### src/rtl/td4_pkg.sv
// Shared TD4 constants and the instruction-memory loader state encoding.
// TD4_IMEM_CHECKSUM_EN adds the CHECK state used by the checksum build.
package td4_pkg;
  localparam int TD4_AW         = 4;
  localparam int TD4_DW         = 8;
  localparam int TD4_IMEM_DEPTH = 16;

`ifdef TD4_IMEM_CHECKSUM_EN
  typedef enum logic [2:0] {
    ST_EMPTY = 3'd0,
    ST_LOAD  = 3'd1,
    ST_CHECK = 3'd2,
    ST_RUN   = 3'd3,
    ST_ERROR = 3'd4
  } imem_ld_state_t;
`else
  typedef enum logic [2:0] {
    ST_EMPTY = 3'd0,
    ST_LOAD  = 3'd1,
    ST_RUN   = 3'd3,
    ST_ERROR = 3'd4
  } imem_ld_state_t;
`endif
endpackage

### src/rtl/td4_imem_array.sv
// 2^AW x DW register file: one synchronous write port, one combinational
// read port, whole array cleared asynchronously by rst.
module td4_imem_array
  import td4_pkg::*;
#(
  parameter int AW = TD4_AW,
  parameter int DW = TD4_DW
) (
  input  logic          clk,
  input  logic          rst,
  input  logic          we,
  input  logic [AW-1:0] waddr,
  input  logic [DW-1:0] wdata,
  input  logic [AW-1:0] raddr,
  output logic [DW-1:0] rdata
);
  localparam int DEPTH = 2 ** AW;

  logic [DEPTH-1:0][DW-1:0] mem;

  genvar w;
  generate
    for (w = 0; w < DEPTH; w++) begin : g_word
      always_ff @(posedge clk or posedge rst) begin
        if (rst)
          mem[w] <= '0;
        else if (we && waddr == AW'(w))
          mem[w] <= wdata;
      end
    end
  endgenerate

  assign rdata = mem[raddr];
endmodule

### src/rtl/td4_imem_loader.sv
// Writable TD4 instruction memory with a byte-wide valid/ready image loader.
// Holds the core in reset until a full image is present. Define
// TD4_IMEM_CHECKSUM_EN to require a trailing checksum byte.
module td4_imem_loader
  import td4_pkg::*;
#(
  parameter int AW = TD4_AW,
  parameter int DW = TD4_DW
) (
  input  logic          clk,
  input  logic          rst,
  input  logic [AW-1:0] addr,
  output logic [DW-1:0] data,
  input  logic          ld_start,
  input  logic          ld_valid,
  input  logic [DW-1:0] ld_data,
  output logic          ld_ready,
  output logic          cpu_rst,
  output logic          busy,
  output logic          err
);
  imem_ld_state_t state;
  logic [AW-1:0]  cnt;
  logic           accept;
  logic           we;
  logic           last_byte;

  // ld_ready is a pure state decode, so accept never loops back through it
  assign accept    = ld_valid && ld_ready;
  assign we        = accept && !ld_start && (state == ST_LOAD);
  assign last_byte = (cnt == AW'(2 ** AW - 1));

  td4_imem_array #(.AW(AW), .DW(DW)) u_array (
    .clk   (clk),
    .rst   (rst),
    .we    (we),
    .waddr (cnt),
    .wdata (ld_data),
    .raddr (addr),
    .rdata (data)
  );

`ifdef TD4_IMEM_CHECKSUM_EN
  logic [DW-1:0] sum;
  logic          err_q;
  logic [DW-1:0] sum_next;

  assign sum_next = sum + ld_data;
  assign err      = err_q;
`else
  assign err = 1'b0;
`endif

  always_ff @(posedge clk or posedge rst) begin
    if (rst) begin
      state    <= ST_EMPTY;
      cnt      <= '0;
      cpu_rst  <= 1'b1;
      ld_ready <= 1'b0;
      busy     <= 1'b0;
`ifdef TD4_IMEM_CHECKSUM_EN
      sum      <= '0;
      err_q    <= 1'b0;
`endif
    end else if (ld_start) begin
      // start wins over a simultaneous byte in every state
      state    <= ST_LOAD;
      cnt      <= '0;
      cpu_rst  <= 1'b1;
      ld_ready <= 1'b1;
      busy     <= 1'b1;
`ifdef TD4_IMEM_CHECKSUM_EN
      sum      <= '0;
      err_q    <= 1'b0;
`endif
    end else if (accept) begin
      case (state)
        ST_LOAD: begin
          cnt <= cnt + 1'b1;
`ifdef TD4_IMEM_CHECKSUM_EN
          sum <= sum_next;
          if (last_byte)
            state <= ST_CHECK;
`else
          if (last_byte) begin
            state    <= ST_RUN;
            cpu_rst  <= 1'b0;
            ld_ready <= 1'b0;
            busy     <= 1'b0;
          end
`endif
        end
`ifdef TD4_IMEM_CHECKSUM_EN
        ST_CHECK: begin
          ld_ready <= 1'b0;
          busy     <= 1'b0;
          if (sum_next == '0) begin
            state   <= ST_RUN;
            cpu_rst <= 1'b0;
          end else begin
            state   <= ST_ERROR;
            cpu_rst <= 1'b1;
            err_q   <= 1'b1;
          end
        end
`endif
        default: ;
      endcase
    end
  end
endmodule

### config.mk
export PLATFORM = sky130hd
export DESIGN_NAME = td4_imem_loader
export DESIGN_NICKNAME = d
export VERILOG_FILES = /design/src/rtl/td4_pkg.sv /design/src/rtl/td4_imem_array.sv /design/src/rtl/td4_imem_loader.sv
export SDC_FILE = /design/constraint.sdc
export NUM_CORES = 1
export LEC_CHECK = 0
export CAP_MARGIN = 20
export CORE_AREA = 2 2 115 117
export DETAILED_ROUTE_END_ITERATION = 6
export DIE_AREA = 0 0 117 119
export GPL_ROUTABILITY_DRIVEN = 0
export HOLD_SLACK_MARGIN = 0.15
export PLACE_DENSITY = 0.73
export SKIP_LAST_GASP = 1
export SYNTH_ARGS = -nofsm -noshare
export SYNTH_HDL_FRONTEND = slang
export SYNTH_HIERARCHICAL = 1
export SYNTH_SLANG_ARGS = --single-unit
### constraint.sdc
create_clock -name clk -period 5.7 [get_ports clk]
set_clock_uncertainty 0.1 [all_clocks]
set_input_delay 1.71 -clock clk [delete_from_list [all_inputs] [get_ports clk]]
set_output_delay 1.71 -clock clk [all_outputs]
set_load 0.05 [all_outputs]
==> results.cfg <==
[placed_design]
placed_cell_area_um2 = 6671
hpwl_mm = 8.241
io_buffers = 26

[detailed_routing]
drt_pass1_iterations = 4
wl_per_cell_um = 20.33
dr_total_vias = 3458
drcViolationCount = 0
wl_mm = 12.40
antenna_left = 0
vias_per_cell = 5.669
drt_iter0_markers = 266

[run]
maxCapViolCount = 0

[min_path]
min_path_type = reg2reg

[timing]
rsz0062_at_grt = false
worst_pin_slew_ps = 872.7
slew_headroom_pct = 41.70
fin_crit_ps = 5059
timing.setup.tns_ps = 0
hold_viol_final = 0
finalCritPeriodShare_pct = 88.76
finalMaxSlewViolations = 0
setup_viol = 0
max_freq_ghz = 0.1977

[layout]
multi_input_area_um2 = 2629
final_area_um2 = 7206
diodes = 0
final_cell_mix = dfrtp_1 (135), mux2_2 (112), mux4_2 (32)
final_common_cell = dfrtp_1
n_fill_cell = 1041
synthToLayoutAreaGrowth_pct = 16.11
fin_nets = 441
drive_above_1_share_pct = 46.08
ff_latch_area_um2 = 3405

[clock_tree]
cts_sinks = 136
ctsResizeCount = 0
hold_buffers = 0
clock_latency_ps = 400
numCtsBuffers = 17
cts_setup_buffers = 0
cts_tree = built
cts_buffer_depth = 2
htreeDepth = 4
cts-root-buf = clkbuf_16
clk_pin_slew_ps = 50

[run_status]
status = complete, no violations

[floorplan]
row_count = 42
start_util_pct = 48.20
core_area_um2 = 12870
die_area_um2 = 13920
die_y_um = 119
die_w_um = 117
ios = 28

[synth]
ys.flop_type = dfrtp_1
synth_seq_cells = 136
synthArstFlopShare_pct = 100.0
syn_inst = 401
yosysWarnings = 6
syn-num-nets = 418
syn_avg_cell_area_um2 = 15.48
ys_seq_area_share_pct = 54.86
synth_edf_count = 0
syn-cell-area_um2 = 6206
synth_cell_types = 32

[power]
p_leak_nw = 3.343
powerDensity_nw_per_um2 = 321.8
vdd_ir_drop_max_uv = 173.9

[worst_setup_path]
critPathCaptureType = output port
arrival_ps = 3250
cp.required_ps = 3890
critPathMaxFanout = 5
crit_type = in2out
worstSetupStartpointType = input port

[global_route]
grt_pass1_vias = 3735
grt_max_degree = 69
grt_overflow = 0
grt_usage_pct = 19.80
grt_pass1_wl_mm = 20.38
antenna_found_initial = 0
-- metrics by stage --
stage	setup WS (ps)	util [%]	cells	total power [W]	hold slack (ps)
after CTS	627.1	55.97	610	0.002344	393.6
after global routing	552.0	55.97	610	0.002414	406.5
after floorplan	477.4	-	401	0.001273	359.5
after detailed placement	641.4	51.82	581	0.001360	377.8
final	640.8	55.97	610	0.002319	390.8
after global placement	623.6	51.82	581	0.001345	368.9
-- final timing paths --
path / startpoint / to / slack [ps] / depth (start not counted)
setup / recovery: addr[3] / data[6] / 640 / 6
setup reg to reg: busy / u_array/mem[30] / 2980 / 5
hold / removal: u_array/mem[39] / u_array/mem[39] / 390 / 1
min in group asynchronous: rst / state[0] / 1550 / 2
max in group asynchronous: rst / u_array/mem[78] / 2940 / 3
hold reg to reg: u_array/mem[39] / u_array/mem[39] / 390 / 1
-- cells by family after synthesis --
logic type,Yosys count,synth area share [%]
fa+ha+maj,1,0.2016
simple gates,46,4.375
compound gates,23,2.581
flops,136,54.86
xor+xnor,1,0.1412
buf+inv,32,2.782
other cells,1,0.06043
mux,161,35.00
-- state kept, by name (all words and copies together) (netlist names) --
register and cells:
u_array/mem 128, cnt 4, state 2, busy 1, cpu_rst 1
-- layout make-up --
cell class	instances	area share, %
Inverter	4	0.2431
Tap cell	176	3.056
Clock buffer	26	7.206
Timing Repair Buffer	32	5.557
Multi-Input combinational cell	233	36.48
Sequential cell	136	47.25
Clock inverter	3	0.2084
-- synthesized netlist by cell type, types with 2 or more instances --
cell,n,share of area [%]
a21o_1,2,0.24
a21oi_1,3,0.24
a22oi_1,16,1.9
buf_1,2,0.12
buf_2,9,0.73
buf_4,3,0.36
buf_6,4,0.73
clkbuf_1,10,0.60
dfrtp_1,135,54
inv_1,4,0.24
mux2_1,16,2.9
mux2_2,112,20
mux4_2,32,12
nand2_1,11,0.67
nand2b_1,5,0.50
nand3_1,2,0.16
nand3b_1,2,0.24
nor2_1,5,0.30
nor2_2,9,0.91
nor2b_1,3,0.30
o21ai_0,2,0.16
or3_1,4,0.40
-- per-layer routing --
layer | GRT usage, % | vias up | share of wire, %
met5 | 0 | - | 0
met4 | 5.515 | 0 | 0.87
met3 | 5.547 | 7 | 4.1
met2 | 31.36 | 67 | 51
met1 | 26.96 | 1859 | 44
li1 | - | 1525 | -
-- worst max-delay path, stage by stage --
cell	delay, ps
clkdlybuf4s50_1	510
nor2b_1	390
buf_4	230
a22oi_1	90
nand2_1	160
buf_12	150
-- where the power goes --
part	leakage, nW	switching (W)	internal [W]
clock	0.268	0.000360	0.000615
sequential	1.84	0.0000400	0.00104
combinational	1.24	0.000120	0.000138
Note: power is estimated with default switching activity, not from simulation.
==> patch, RTL diff (same flow settings) <==
Build with the macro `TD4_IMEM_CHECKSUM_EN` defined.
--- a/src/rtl/td4_pkg.sv
+++ b/src/rtl/td4_pkg.sv
@@ -1,5 +1,7 @@
 // Shared TD4 constants and the instruction-memory loader state encoding.
 // TD4_IMEM_CHECKSUM_EN adds the CHECK state used by the checksum build.
+`define TD4_IMEM_CHECKSUM_EN
+
 package td4_pkg;
   localparam int TD4_AW         = 4;
   localparam int TD4_DW         = 8;
Behaviour: same outputs for any inputs over 10 cycles, from zero or initial values and one cycle with rst high; that may be too few to reach the edited logic, so the function may still have changed.
==> patch against the original RTL <==
  * Sequential cell count up 10
  * Sequential share of layout area down 1.6 points
  * Final area up 11%
  * Combinational power up 30%
  * Synthesized cell count up 21%
  * Area after synthesis up 13%
  * Routed wire length up 18%
  * Total power up 12%
  * Critical endpoint is now data[3]
  * Setup slack worse by 15 ps
==> patch: results (changes against the original RTL) <==
| Metric | Value |
|---|---|
| FF-to-FF setup slack | `2800 ps (-180 ps)` |
| Clock group | `1.09 mW (+12%)` |
| Register area share after synthesis | `0.522 (-0.0267)` |
| Clock buf/inv share | `0.0725 (-0.00169)` |
| Reg2reg end | `u_array/mem[27]$_DFFE_PP0P_` |
| Number of sequential cells | `146 (+7.4%)` |
| Post-DP Area | `0.00743 mm^2 (+11%)` |
| Met1 Wirelength | `6840 um (+24%)` |
| Initial drt markers | `274 (+3.0%)` |
| Slew headroom | `0.453 (+0.0361)` |
| Most instantiated cells after synthesis | `145 x dfrtp_1, 112 x mux2_2, 32 x mux4_2` |
| Clock Buffer Count | `19 (-27%)` |
| FF-to-FF path depth | `6 (+1)` |
| Synth Area per Inst | `14.4 um^2 (-6.9%)` |
| Outcome | `completed` |
| Final net count | `538 (+22%)` |
| IO buf count | `27 (+3.8%)` |
| Sequential cell power | `1.17 mW (+8%)` |
| Switching portion of total power | `0.252 (+0.0275)` |
| Reg-to-reg critical path startpoint | `state[2]$_DFFE_PP0P_` |
| Bufs w/o clock | `37 (+16%)` |
| Fraction of area in multi-input gates | `0.396 (+0.0313)` |
| Largest net degree at the start of global routing | `58 (-16%)` |
| Hpwl dp | `9640 um (+17%)` |
| Worst Setup EP | `data[3]` |
## patch: cell count changes in the layout (fill, tap and decap cells not counted), sizes merged, moves of 3 or more
cell | unedited run | this run
buf | 16 | 20
clkinv | 3 | 8
a211oi | 0 | 4
ha | 1 | 8
dfrtp | 135 | 145
nor2 | 14 | 31
mux2i | 1 | 6
clkinvlp | 0 | 3
o211ai | 0 | 4
nand2 | 11 | 15
clkbuf | 26 | 19
xor2 | 1 | 4
nor2b | 3 | 7
## patch: metrics by stage
step,utilization,hold WS [ps],power [mW],worst slack [ps]
final,0.622,388,2.60,626
after global routing,0.622,406,2.69,473
after CTS,0.622,394,2.61,602
after detailed placement,0.577,380,1.52,610
after global placement,0.577,369,1.50,607
after floorplan,-,359,1.43,477
## patch: kinds of logic after synthesis
logic type	count (synthesis)	synth area share
multiplexers	166	0.317
AND/OR/NAND/NOR	81	0.0629
AO/OA/AOI/OAI	45	0.0473
flip-flops	146	0.522
adder cells (fa/ha/maj)	9	0.0172
buffers and inverters	33	0.0248
XOR/XNOR	6	0.00858
